==> src/rtl/if_mem_arbiter_if.sv <==
// Bundle of pipeline-side and RAM-side signals around the unified memory arbiter.
// The master modport is the arbiter; the slave modport is the pipeline plus RAM controller.
interface if_mem_arbiter_if #(
  parameter int ADDR_W = 32,
  parameter int DATA_W = 32
);
  logic [ADDR_W-1:0] if_addr;
  logic              branch_taken;
  logic              mem_rd_en;
  logic              mem_wr_en;
  logic [ADDR_W-1:0] mem_addr;
  logic [DATA_W-1:0] mem_wdata;
  logic [DATA_W-1:0] mem_rdata;
  logic              mem_done;
  logic [DATA_W-1:0] inst;
  logic              inst_valid;
  logic              freeze;
  logic              ram_req;
  logic              ram_we;
  logic [ADDR_W-1:0] ram_addr;
  logic [DATA_W-1:0] ram_wdata;
  logic [DATA_W-1:0] ram_rdata;
  logic              ram_ack;
  logic              timeout_err;

  modport master (
    input  if_addr, branch_taken, mem_rd_en, mem_wr_en, mem_addr, mem_wdata,
           ram_rdata, ram_ack,
    output mem_rdata, mem_done, inst, inst_valid, freeze,
           ram_req, ram_we, ram_addr, ram_wdata, timeout_err
  );

  modport slave (
    output if_addr, branch_taken, mem_rd_en, mem_wr_en, mem_addr, mem_wdata,
           ram_rdata, ram_ack,
    input  mem_rdata, mem_done, inst, inst_valid, freeze,
           ram_req, ram_we, ram_addr, ram_wdata, timeout_err
  );
endinterface

==> src/rtl/if_mem_arbiter.sv <==
// Shares one multi-cycle RAM port between instruction fetch and MEM-stage data access; freezes the pipeline until a fetch completes.
// Optional ram_ack watchdog enabled by IF_MEM_ARB_TIMEOUT_EN.
module if_mem_arbiter #(
  parameter int ADDR_W  = 32,
  parameter int DATA_W  = 32,
  parameter int TIMEOUT = 255
) (
  input  logic clk,
  input  logic rst,
  if_mem_arbiter_if.master bus
);

  typedef enum logic [1:0] {IDLE, FETCH, DATA} state_e;

  state_e            state_q, state_d;
  logic [DATA_W-1:0] inst_q, inst_d;
  logic [DATA_W-1:0] mem_rdata_q, mem_rdata_d;
  logic              inst_valid_q, inst_valid_d;
  logic              data_done_q, data_done_d;
  logic              mem_done_q, mem_done_d;
  logic              timeout_err_q, timeout_err_d;

  logic              pending;
  logic              freeze;
  logic              ram_req;
  logic              ram_we;
  logic [ADDR_W-1:0] ram_addr;

`ifdef IF_MEM_ARB_TIMEOUT_EN
  localparam int CNT_W = ($clog2(TIMEOUT + 1) > 8) ? $clog2(TIMEOUT + 1) : 8;
  logic [CNT_W-1:0] wait_q, wait_d;
  logic [CNT_W-1:0] wait_inc;
`else
  logic unused_timeout;
  assign unused_timeout = (TIMEOUT == 0);
`endif

  always_comb begin
    state_d       = state_q;
    inst_d        = inst_q;
    inst_valid_d  = inst_valid_q;
    mem_rdata_d   = mem_rdata_q;
    mem_done_d    = 1'b0;
    timeout_err_d = timeout_err_q;
    ram_req       = 1'b0;
    ram_we        = 1'b0;
    ram_addr      = bus.if_addr;

    // A served access must not replay while the request stays asserted under freeze.
    pending     = (bus.mem_rd_en | bus.mem_wr_en) & ~data_done_q;
    freeze      = ~((state_q == FETCH) & bus.ram_ack & ~pending);
    data_done_d = freeze ? data_done_q : 1'b0;

    case (state_q)
      IDLE: begin
        state_d = pending ? DATA : FETCH;
      end
      FETCH: begin
        ram_req = 1'b1;
        if (bus.ram_ack) begin
          state_d      = IDLE;
          inst_d       = bus.ram_rdata;
          inst_valid_d = ~bus.branch_taken;
        end
      end
      DATA: begin
        ram_req  = 1'b1;
        ram_we   = bus.mem_wr_en;
        ram_addr = bus.mem_addr;
        if (bus.ram_ack) begin
          state_d     = IDLE;
          mem_done_d  = 1'b1;
          data_done_d = 1'b1;
          if (!bus.mem_wr_en) mem_rdata_d = bus.ram_rdata;
        end
      end
      default: state_d = IDLE;
    endcase

`ifdef IF_MEM_ARB_TIMEOUT_EN
    wait_inc = wait_q + 1'b1;
    wait_d   = (state_q == IDLE) ? '0 : wait_q;
    if (ram_req && !bus.ram_ack) begin
      wait_d = wait_inc;
      if (wait_inc == CNT_W'(TIMEOUT)) begin
        state_d       = IDLE;
        timeout_err_d = 1'b1;
        if (state_q == FETCH) inst_valid_d = 1'b0;
        else                  data_done_d  = 1'b1;
      end
    end
`endif
  end

  always_ff @(posedge clk or negedge rst) begin
    if (!rst) begin
      state_q       <= IDLE;
      inst_q        <= '0;
      inst_valid_q  <= 1'b0;
      mem_rdata_q   <= '0;
      data_done_q   <= 1'b0;
      mem_done_q    <= 1'b0;
      timeout_err_q <= 1'b0;
    end else begin
      state_q       <= state_d;
      inst_q        <= inst_d;
      inst_valid_q  <= inst_valid_d;
      mem_rdata_q   <= mem_rdata_d;
      data_done_q   <= data_done_d;
      mem_done_q    <= mem_done_d;
      timeout_err_q <= timeout_err_d;
    end
  end

`ifdef IF_MEM_ARB_TIMEOUT_EN
  always_ff @(posedge clk or negedge rst) begin
    if (!rst) wait_q <= '0;
    else      wait_q <= wait_d;
  end
  assign bus.timeout_err = timeout_err_q;
`else
  assign bus.timeout_err = 1'b0;
`endif

  assign bus.inst       = inst_q;
  assign bus.inst_valid = inst_valid_q;
  assign bus.mem_rdata  = mem_rdata_q;
  assign bus.mem_done   = mem_done_q;
  assign bus.freeze     = freeze;
  assign bus.ram_req    = ram_req;
  assign bus.ram_we     = ram_we;
  assign bus.ram_addr   = ram_addr;
  assign bus.ram_wdata  = bus.mem_wdata;

endmodule

==> src/flat_wrapper.sv <==
// flat-port wrapper written by rule: the top's interface ports become plain ports
module if_mem_arbiter_flat 
#(
  parameter int ADDR_W  = 32,
  parameter int DATA_W  = 32,
  parameter int TIMEOUT = 255
)
  (clk, rst, bus_if_addr, bus_branch_taken, bus_mem_rd_en, bus_mem_wr_en, bus_mem_addr, bus_mem_wdata, bus_ram_rdata, bus_ram_ack, bus_mem_rdata, bus_mem_done, bus_inst, bus_inst_valid, bus_freeze, bus_ram_req, bus_ram_we, bus_ram_addr, bus_ram_wdata, bus_timeout_err);
  if_mem_arbiter_if #(.ADDR_W(ADDR_W), .DATA_W(DATA_W)) bus_i ();
  input  logic clk;
  input  logic rst;
  input wire logic [$bits(bus_i.if_addr)-1:0] bus_if_addr;
  input wire logic [$bits(bus_i.branch_taken)-1:0] bus_branch_taken;
  input wire logic [$bits(bus_i.mem_rd_en)-1:0] bus_mem_rd_en;
  input wire logic [$bits(bus_i.mem_wr_en)-1:0] bus_mem_wr_en;
  input wire logic [$bits(bus_i.mem_addr)-1:0] bus_mem_addr;
  input wire logic [$bits(bus_i.mem_wdata)-1:0] bus_mem_wdata;
  input wire logic [$bits(bus_i.ram_rdata)-1:0] bus_ram_rdata;
  input wire logic [$bits(bus_i.ram_ack)-1:0] bus_ram_ack;
  output wire logic [$bits(bus_i.mem_rdata)-1:0] bus_mem_rdata;
  output wire logic [$bits(bus_i.mem_done)-1:0] bus_mem_done;
  output wire logic [$bits(bus_i.inst)-1:0] bus_inst;
  output wire logic [$bits(bus_i.inst_valid)-1:0] bus_inst_valid;
  output wire logic [$bits(bus_i.freeze)-1:0] bus_freeze;
  output wire logic [$bits(bus_i.ram_req)-1:0] bus_ram_req;
  output wire logic [$bits(bus_i.ram_we)-1:0] bus_ram_we;
  output wire logic [$bits(bus_i.ram_addr)-1:0] bus_ram_addr;
  output wire logic [$bits(bus_i.ram_wdata)-1:0] bus_ram_wdata;
  output wire logic [$bits(bus_i.timeout_err)-1:0] bus_timeout_err;
  assign bus_i.if_addr = bus_if_addr;
  assign bus_i.branch_taken = bus_branch_taken;
  assign bus_i.mem_rd_en = bus_mem_rd_en;
  assign bus_i.mem_wr_en = bus_mem_wr_en;
  assign bus_i.mem_addr = bus_mem_addr;
  assign bus_i.mem_wdata = bus_mem_wdata;
  assign bus_i.ram_rdata = bus_ram_rdata;
  assign bus_i.ram_ack = bus_ram_ack;
  assign bus_mem_rdata = bus_i.mem_rdata;
  assign bus_mem_done = bus_i.mem_done;
  assign bus_inst = bus_i.inst;
  assign bus_inst_valid = bus_i.inst_valid;
  assign bus_freeze = bus_i.freeze;
  assign bus_ram_req = bus_i.ram_req;
  assign bus_ram_we = bus_i.ram_we;
  assign bus_ram_addr = bus_i.ram_addr;
  assign bus_ram_wdata = bus_i.ram_wdata;
  assign bus_timeout_err = bus_i.timeout_err;
  if_mem_arbiter #(.ADDR_W(ADDR_W), .DATA_W(DATA_W), .TIMEOUT(TIMEOUT)) u_core (.clk(clk), .rst(rst), .bus(bus_i));
endmodule
==> config.mk <==
export PLATFORM = sky130hd
export DESIGN_NAME = if_mem_arbiter_flat
export DESIGN_NICKNAME = d
export VERILOG_FILES = /design/src/rtl/if_mem_arbiter_if.sv /design/src/rtl/if_mem_arbiter.sv /design/src/flat_wrapper.sv
export SDC_FILE = /design/constraint.sdc
export NUM_CORES = 1
export LEC_CHECK = 0
export ABC_CLOCK_PERIOD_IN_PS = 1700
export CAP_MARGIN = 20
export CORE_UTILIZATION = 32
export CTS_BUF_LIST = sky130_fd_sc_hd__clkbuf_8
export DETAILED_ROUTE_END_ITERATION = 8
export HOLD_SLACK_MARGIN = 0.12
export PLACE_DENSITY = 0.88
export REMOVE_ABC_BUFFERS = 1
export SYNTH_ARGS = -nofsm -noshare
export SYNTH_HDL_FRONTEND = slang
export SYNTH_SLANG_ARGS = --single-unit
==> constraint.sdc <==
create_clock -name clk -period 1.7 [get_ports clk]
set_input_delay 0.34 -clock clk [delete_from_list [all_inputs] [get_ports clk]]
set_output_delay 0.34 -clock clk [all_outputs]
set_load 0.05 [all_outputs]
Word-level counts from Yosys, hierarchy flattened

Cells that the tools add are included.

Equality and inequality tests: 3
Mux-type cells: 11
Bitwise gates (word level): 9
Reduce and logical (&&, ||, !) cells: 4

Operators by type and width:

| kind                                                                    | count |
|---|---|
| 32-bit two-way mux                                                      | 1 |
| 1-bit two-way mux                                                       | 7 |
| 1-bit NOT                                                               | 5 |
| 2-bit two-way mux                                                       | 2 |
| 2-bit one-hot mux with 2 select lines                                   | 1 |
| 1-bit bitwise AND                                                       | 3 |
| 3-bit AND reduction                                                     | 1 |
| 2-bit by 1-bit equality test with 1-bit output, second input constant   | 1 |
| 2-bit equality test, second input constant                              | 1 |
| 2-bit zero test                                                         | 1 |
| 2-bit by 1-bit inequality test with 1-bit output, second input constant | 1 |
| 2-bit AND reduction                                                     | 1 |
| 2-bit OR reduction                                                      | 1 |
| 1-bit OR                                                                | 1 |

Bits in registers: 69

Logic depth before layout (Yosys ltp)

Gate-level depths: netlist of run 1.

Word-level depth: 7
Depth in mapped cells: 6
Depth with buffers taken out: 4

Worst setup path before layout of run 1

No wires, ideal clock.

Path kind: register to output
Start point: reg u_core.state_q[0]
End point: out bus_ram_addr[10]
Data arrival time: 1.403 ns
Required time: 1.360 ns
Path slack: -0.043 ns
Cell stages (with the launch flop): 6
Buffers on the path: 2
Cells stage by stage: dfrtp_1 > inv_1 > ha_1 > buf_4 > buf_2 > mux2_2

Word-level cells in the longest chain between the ends: 2

RTL lines:

| item                   | line                  | text |
|---|---|---|
| from (decl)            | if_mem_arbiter.sv:15  | `state_e state_q, state_d;` |
| from (signal assigned) | if_mem_arbiter.sv:105 | `state_q <= state_d;` |
| 2-bit equality test    | if_mem_arbiter.sv:54  | `case (state_q)` |
| 32-bit two-way mux     | if_mem_arbiter.sv:54  |  |
| to (decl)              | flat_wrapper.sv:27    | `output wire logic [$bits(bus_i.ram_addr)-1:0] bus_ram_addr;` |

Every way passes these cells.

Final worst setup path of run 1

Start point: reg u_core.state_q[0]
End point: out bus_ram_addr[6]

The elaborated chain is that of the path after synthesis.

==> reports/results.ini, run 1 <==
[setup_path]
arrival_ns = 1.75
path_max_fanout = 8
regToRegSetupSlack_ns = -0.08
r2r-start = u_core.state_q[0]
cp.required_ns = 1.36
reg2reg_to = u_core.bus.mem_rdata[15]
rr_worst_depth = 8
start_kind = flip-flop
cp-end-kind = primary output
critPathKind = reg -> out

[cts]
clock-root-buffer = clkbuf_8
htreeDepth = 3
cts.path.max_buffers = 2
clk_pin_slew_worst_paths_ns = 0.08
tritoncts.num_buffers = 9
clock_latency_ns = 0.34
cts_tree = yes
numClockSinks = 69

[yosys]
syn_area_per_cell_um2 = 14.9
yosysWarnings = 0
netlist_area_um2 = 3440
synthCells = 231
ys_ff_latch = 69
yosysSeqAreaShare_pct = 50.2
yosysUniqueCellTypes = 22

[timing]
hold_viol = 0
min_period_over_period_pct = 123
fmax_ghz = 0.480
finalSetupViolations = 95
fin_worst_skew_ns = 0.0102
period_needed_ns = 2.09
slew_viol_final = 0
rsz0062_at_grt = true
setup_ws_ns = -0.385

[final_layout]
utilization_pct = 60.5
fin_nets = 563
layout-drive-gt1-share_pct = 57.9
syn_to_final_growth_pct = 82.3
diodes = 0
fill_cells = 781
seq_area_um2 = 1730
multi_input_area_um2 = 1550
layoutNonFillerInstCount = 566

[grt]
grt_pass1_wl_mm = 16.4
grt_pass1_vias = 3001
overflow = 0
track_usage_pct = 19.6
grt_max_degree = 70
antenna_found_initial = 0

[power]
p_per_area_nw_per_um2 = 2110
ir_drop_mv = 1.30
leakagePower_nw = 2.99

[routing]
detail_route.vias_per_cell = 4.67
dr.pass1.iters = 4
drc = 0
vias = 2645
dr.first_iter.drc_count = 93
final_antenna_net_count = 0
wl_mm = 11.0
wl_per_cell_um = 19.5

[die]
initial_utilization_pct = 33.2
rows = 37
num_io_pins = 268
die_y_um = 106
die-area_um2 = 11200
die_x_um = 106
core_area_um2 = 10400

[flow_run]
cap_violations = 0

[worst_hold_path]
min_path_type = reg -> reg
hold_path_depth = 1
hold-path-endpoint = u_core.data_done_q
hp-start = u_core.data_done_q

[placement]
dp_hpwl_mm = 7.95
port-buffer-count = 202
dpl.cell_count = 537
finalWeightedCongestion = 0.727

[outcome]
run_status = finished with violations
violations = negative setup slack

-- area by class of cell --
cell class | instances | area share (%)
flip-flops and latches | 69 | 27.5
inverters | 4 | 0.279
well taps | 136 | 2.71
clock inverters | 6 | 1.78
multi-input cells | 114 | 24.6
repair buffers | 228 | 41.1
clock buffers | 9 | 1.97
-- per-stage QoR --
| step | setup TNS, ns | hold slack, ns | total power, W | instance area (µm²) | setup WS (ns) |
|---|---|---|---|---|---|
| floorplan | -44.66 | 0.0444 | 0.00794 | 3100 | -0.835 |
| global placement | -5.13 | 0.387 | 0.0108 | 5630 | -0.0844 |
| detailed placement | -7.99 | 0.401 | 0.0110 | 5630 | -0.134 |
| CTS | -11.57 | 0.475 | 0.0132 | 6210 | -0.378 |
| global route | -20.67 | 0.489 | 0.0137 | 6270 | -0.453 |
| finish | -14.51 | 0.472 | 0.0132 | 6270 | -0.385 |
-- cells in the mapped netlist, drive strengths merged --
cell	count	share of area, %
mux2i	1	0.29
mux2	96	35
dfrtp	69	50
o31ai	1	0.22
buf	44	10
o21bai	1	0.22
nor2b	1	0.18
inv	4	0.44
nand3	1	0.15
nand2	1	0.33
nand2b	1	0.18
nand3b	2	0.80
and3b	1	0.25
and2	2	0.36
ha	3	1.1
a31o	1	0.25
conb	1	0.11
a21o	1	0.22
-- cells by family (layout without fill, tap and decap cells) --
logic type,count (synthesis),in the layout,synth area share [%]
adder cells (fa/ha/maj),3,3,1.09
other,1,1,0.109
buffers and inverters,48,247,10.5
flip-flops,69,69,50.2
multiplexers,97,97,35.0
AND/OR/NAND/NOR,9,9,2.25
AO/OA/AOI/OAI,4,4,0.909
-- cells in the final DEF (no fill, tap or decap) --
master and instances:
a21o_1 1, a31o_2 1, and2_1 1, and2_4 1, and3b_1 1, buf_12 42, buf_16 3, buf_2 1
buf_4 76, buf_6 4, bufinv_16 3, clkbuf_16 1, clkbuf_8 9, clkdlybuf4s50_1 99, clkinv_2 1, clkinvlp_4 1
conb_1 1, dfrtp_1 69, dlygate4sd2_1 1, dlygate4sd3_1 1, ha_4 3, inv_1 2, inv_2 1, inv_4 1
inv_6 1, mux2_2 30, mux2_4 66, mux2i_1 1, nand2_4 1, nand2b_1 1, nand3_4 1, nand3b_1 1
nand3b_4 1, nor2b_1 1, o21bai_2 1, o31ai_1 1
-- registers in the layout (all words and copies together) (netlist names) --
name / count
u_core.bus.inst: 32
u_core.bus.mem_done: 1
u_core.state_q: 2
u_core.bus.inst_valid: 1
u_core.bus.mem_rdata: 32
u_core.data_done_q: 1
-- critical path: stages (launching register included) --
cell	delay, ns
dfrtp_1	0.41
inv_2	0.09
ha_4	0.16
buf_6	0.14
buf_16	0.14
mux2_4	0.32
buf_12	0.15
-- metal layers --
metal	wire [µm]	GRT usage, %
met1	3700	19.3
met3	1140	9.28
met4	201	6.75
met5	30	1.90
met2	5970	35.5
-- report_power, final --
| part | internal (W) | leakage, nW | switching, W |
|---|---|---|---|
| clock network | 0.000969 | 0.116 | 0.000616 |
| logic | 0.00371 | 2.05 | 0.00496 |
| registers | 0.00246 | 0.831 | 0.000513 |
| total | 0.00714 | 2.99 | 0.00609 |
-- worst max-delay path by stage --
stage	startpoint	to	slack, ns	cells after the start
4_1_cts	u_core.state_q[0]	bus_ram_addr[22]	-0.38	6
5_1_grt	u_core.state_q[0]	bus_ram_addr[22]	-0.45	6
3_5_place_dp	bus_ram_ack	u_core.bus.inst[27]	-0.13	5
2_1_floorplan	u_core.state_q[0]	u_core.bus.mem_rdata[0]	-0.83	4
3_3_place_gp	bus_ram_ack	u_core.bus.inst[10]	-0.08	5
6_report	u_core.state_q[0]	bus_ram_addr[6]	-0.39	6
-- timing repair --
action                                  CTS  global route
gates resized for setup                  52             9
gates cloned                              4             1
pin swaps                                 2             1
endpoints found under the setup margin   35            62
hold buffers                              1             0
setup buffers                             8             4
endpoints found under the hold margin    69             0
Power figures use the tool's default switching activity.
==> run 2: changes to the inputs <==
--- a/config.mk
+++ b/config.mk
@@ -7,11 +7,11 @@
 export LEC_CHECK = 0
 export ABC_CLOCK_PERIOD_IN_PS = 1700
 export CAP_MARGIN = 20
-export CORE_UTILIZATION = 32
+export CORE_AREA = 2 2 103 105
 export CTS_BUF_LIST = sky130_fd_sc_hd__clkbuf_8
 export DETAILED_ROUTE_END_ITERATION = 8
-export HOLD_SLACK_MARGIN = 0.12
-export PLACE_DENSITY = 0.88
+export DIE_AREA = 0 0 105 107
+export PLACE_DENSITY = 0.92
 export REMOVE_ABC_BUFFERS = 1
 export SYNTH_ARGS = -nofsm -noshare
 export SYNTH_HDL_FRONTEND = slang
==> run 2 against run 1 <==
The flow still finishes with violations (negative setup slack). Final cell count is 1.6% lower. Register-to-register slack better by 0.09 ns. Critical endpoint is now bus_ram_addr[14]. Sequential share of layout area is 1.3 points higher.
==> reports/results.ini, run 2 (synthesis gave the netlist of run 1 again) <==
[power]
clkPwrFrac_pct = 10.6
p_switching_w = 0.00598
power_frac_comb_pct = 65.9
ir_drop_mv = 1.05
leakagePower_nw = 2.81
p_per_area_nw_per_um2 = 2090
swShare_pct = 47.7
pwr-share-seq_pct = 23.5
p_int_w = 0.00657

[die]
initial_utilization_pct = 34.1
die-area_um2 = 11200
die_y_um = 107
rows = 37
die_x_um = 105
core_area_um2 = 10100
num_io_pins = 268

[cts]
clock_latency_ns = 0.34
cts_tree = yes
clk_pin_slew_worst_paths_ns = 0.09
clock-root-buffer = clkbuf_8
cts-hold-fix-buffers = 0
htreeDepth = 3
numClockSinks = 69
cts.path.max_buffers = 2
tritoncts.num_buffers = 9

[placement]
post-place-ws_ns = -0.109
finalWeightedCongestion = 0.738
port-buffer-count = 202
dp_hpwl_mm = 8.45

[grt]
track_usage_pct = 19.2
busiest_layer = met2
grt_pass1_wl_mm = 16.4
grtUsageMet3_pct = 13.3
use_met2_pct = 32.4
antenna_found_initial = 0
grt_use_met1_pct = 18.9
grt_max_degree = 70
grt_pass1_vias = 2943
overflow = 0

[setup_path]
cpPeakStageDelay_ns = 0.40
cp_num_buf_inv = 3
path_max_fanout = 16
crit_family = buffers and inverters
arrival_ns = 1.70
critPathKind = reg -> out
cp-end-kind = primary output
cp_common_cell = buf_12
cp_slowest_cell = dfrtp_1
rr_worst_depth = 8
crit_chain = inv_2 -> ha_4 -> buf_12 -> mux2_2 -> buf_12
cp_num_cells = 5
start_kind = flip-flop
cp.required_ns = 1.36

[final_layout]
layout_commonest_cell = clkdlybuf4s50_1
diodes = 0
fin_nets = 553
final_cell_mix = clkdlybuf4s50_1, buf_4, dfrtp_1
multi_input_area_um2 = 1460
layout-drive-gt1-share_pct = 57.2
seq_area_um2 = 1730
fill_cells = 819
syn_to_final_growth_pct = 74.2

[routing]
detail_route.vias_per_cell = 4.65
drc = 0
vias = 2591
wl_mm = 10.7
dr.first_iter.drc_count = 55
wl_per_cell_um = 19.2
dr.pass1.iters = 4
final_antenna_net_count = 0

[timing]
fin_worst_skew_ns = 0.0101
hold_viol = 0
min_period_over_period_pct = 120
hold_slack_ns = 0.0137
finalSetupViolations = 35
fmax_ghz = 0.490
slew_viol_final = 0
setup_ws_ns = -0.340
rsz0062_at_grt = true
period_needed_ns = 2.04

[flow_run]
cap_violations = 0

[outcome]
run_status = finished with violations
violations = negative setup slack

[worst_hold_path]
min_path_type = in -> async

[run 2: cell count changes in the layout (fill, tap and decap cells not counted), moves of 2 or more]
cell | previous run | this run
buf_16 | 3 | 0
buf_6 | 4 | 2
mux2_2 | 30 | 52
buf_4 | 76 | 73
bufinv_16 | 3 | 1
mux2_4 | 66 | 44
clkinv_4 | 0 | 2
[run 2: timing repair]
item                       4_1_cts  5_1_grt
pin swaps                        1        1
setup buffers                    3        2
setup endpoints to repair       35       66
cloned                           0        0
resized for setup               24        6
[run 2: worst paths after layout]
path / end / from / slack [ns]
max: bus_ram_addr[14] / u_core.state_q[0] / -0.34
min reg2reg: u_core.data_done_q / u_core.data_done_q / 0.49
min: u_core.bus.mem_rdata[10] / rst / 0.01
max reg2reg: u_core.bus.inst[11] / u_core.state_q[1] / 0.01
min in group clk: u_core.data_done_q / u_core.data_done_q / 0.49
max in group asynchronous: u_core.bus.mem_rdata[1] / rst / 1.38
[run 2: per-stage QoR]
stage / total power, W / instance area, µm² / TNS [ns] / utilization (%) / cells
2_1_floorplan: 0.00794 / 3100 / -44.66 / - / 187
3_3_place_gp: 0.0108 / 5650 / -2.27 / 55.9 / 537
3_5_place_dp: 0.0110 / 5650 / -4.73 / 55.9 / 537
4_1_cts: 0.0126 / 5950 / -10.68 / 59.0 / 555
5_1_grt: 0.0131 / 5990 / -13.39 / 59.4 / 557
6_report: 0.0125 / 5990 / -10.35 / 59.4 / 557
[run 2: power by group through the flow]
stage                     clock (W)  combinational (W)  sequential [W]
after floorplan                   0            0.00231         0.00564
after global placement            0            0.00794         0.00291
after detailed placement          0            0.00806         0.00297
after CTS                   0.00138            0.00825         0.00295
after global routing        0.00147            0.00855         0.00305
final                       0.00133            0.00827         0.00294
[run 2: area by class of cell]
cell class / instances / share of cell area (%)
Clock buffer: 9 / 2.07
Clock inverter: 7 / 1.23
Inverter: 4 / 0.334
Multi-Input combinational cell: 114 / 24.4
Sequential cell: 69 / 28.8
Tap cell: 136 / 2.84
Timing Repair Buffer: 218 / 40.3
[run 2: routing by layer]
layer	share of wire [%]	vias up
met4	2.0	0
met5	0	-
met3	14	17
li1	-	1133
met2	51	175
met1	33	1266
==> run 3: changes to the inputs <==
--- a/config.mk
+++ b/config.mk
@@ -6,7 +6,7 @@
 export NUM_CORES = 1
 export LEC_CHECK = 0
 export ABC_CLOCK_PERIOD_IN_PS = 1700
-export CAP_MARGIN = 20
+export CAP_MARGIN = 10
 export CORE_AREA = 2 2 103 105
 export CTS_BUF_LIST = sky130_fd_sc_hd__clkbuf_8
 export DETAILED_ROUTE_END_ITERATION = 8
==> results of run 3 <==
No change in the layout: final DEF, timing and power equal those of run 2.
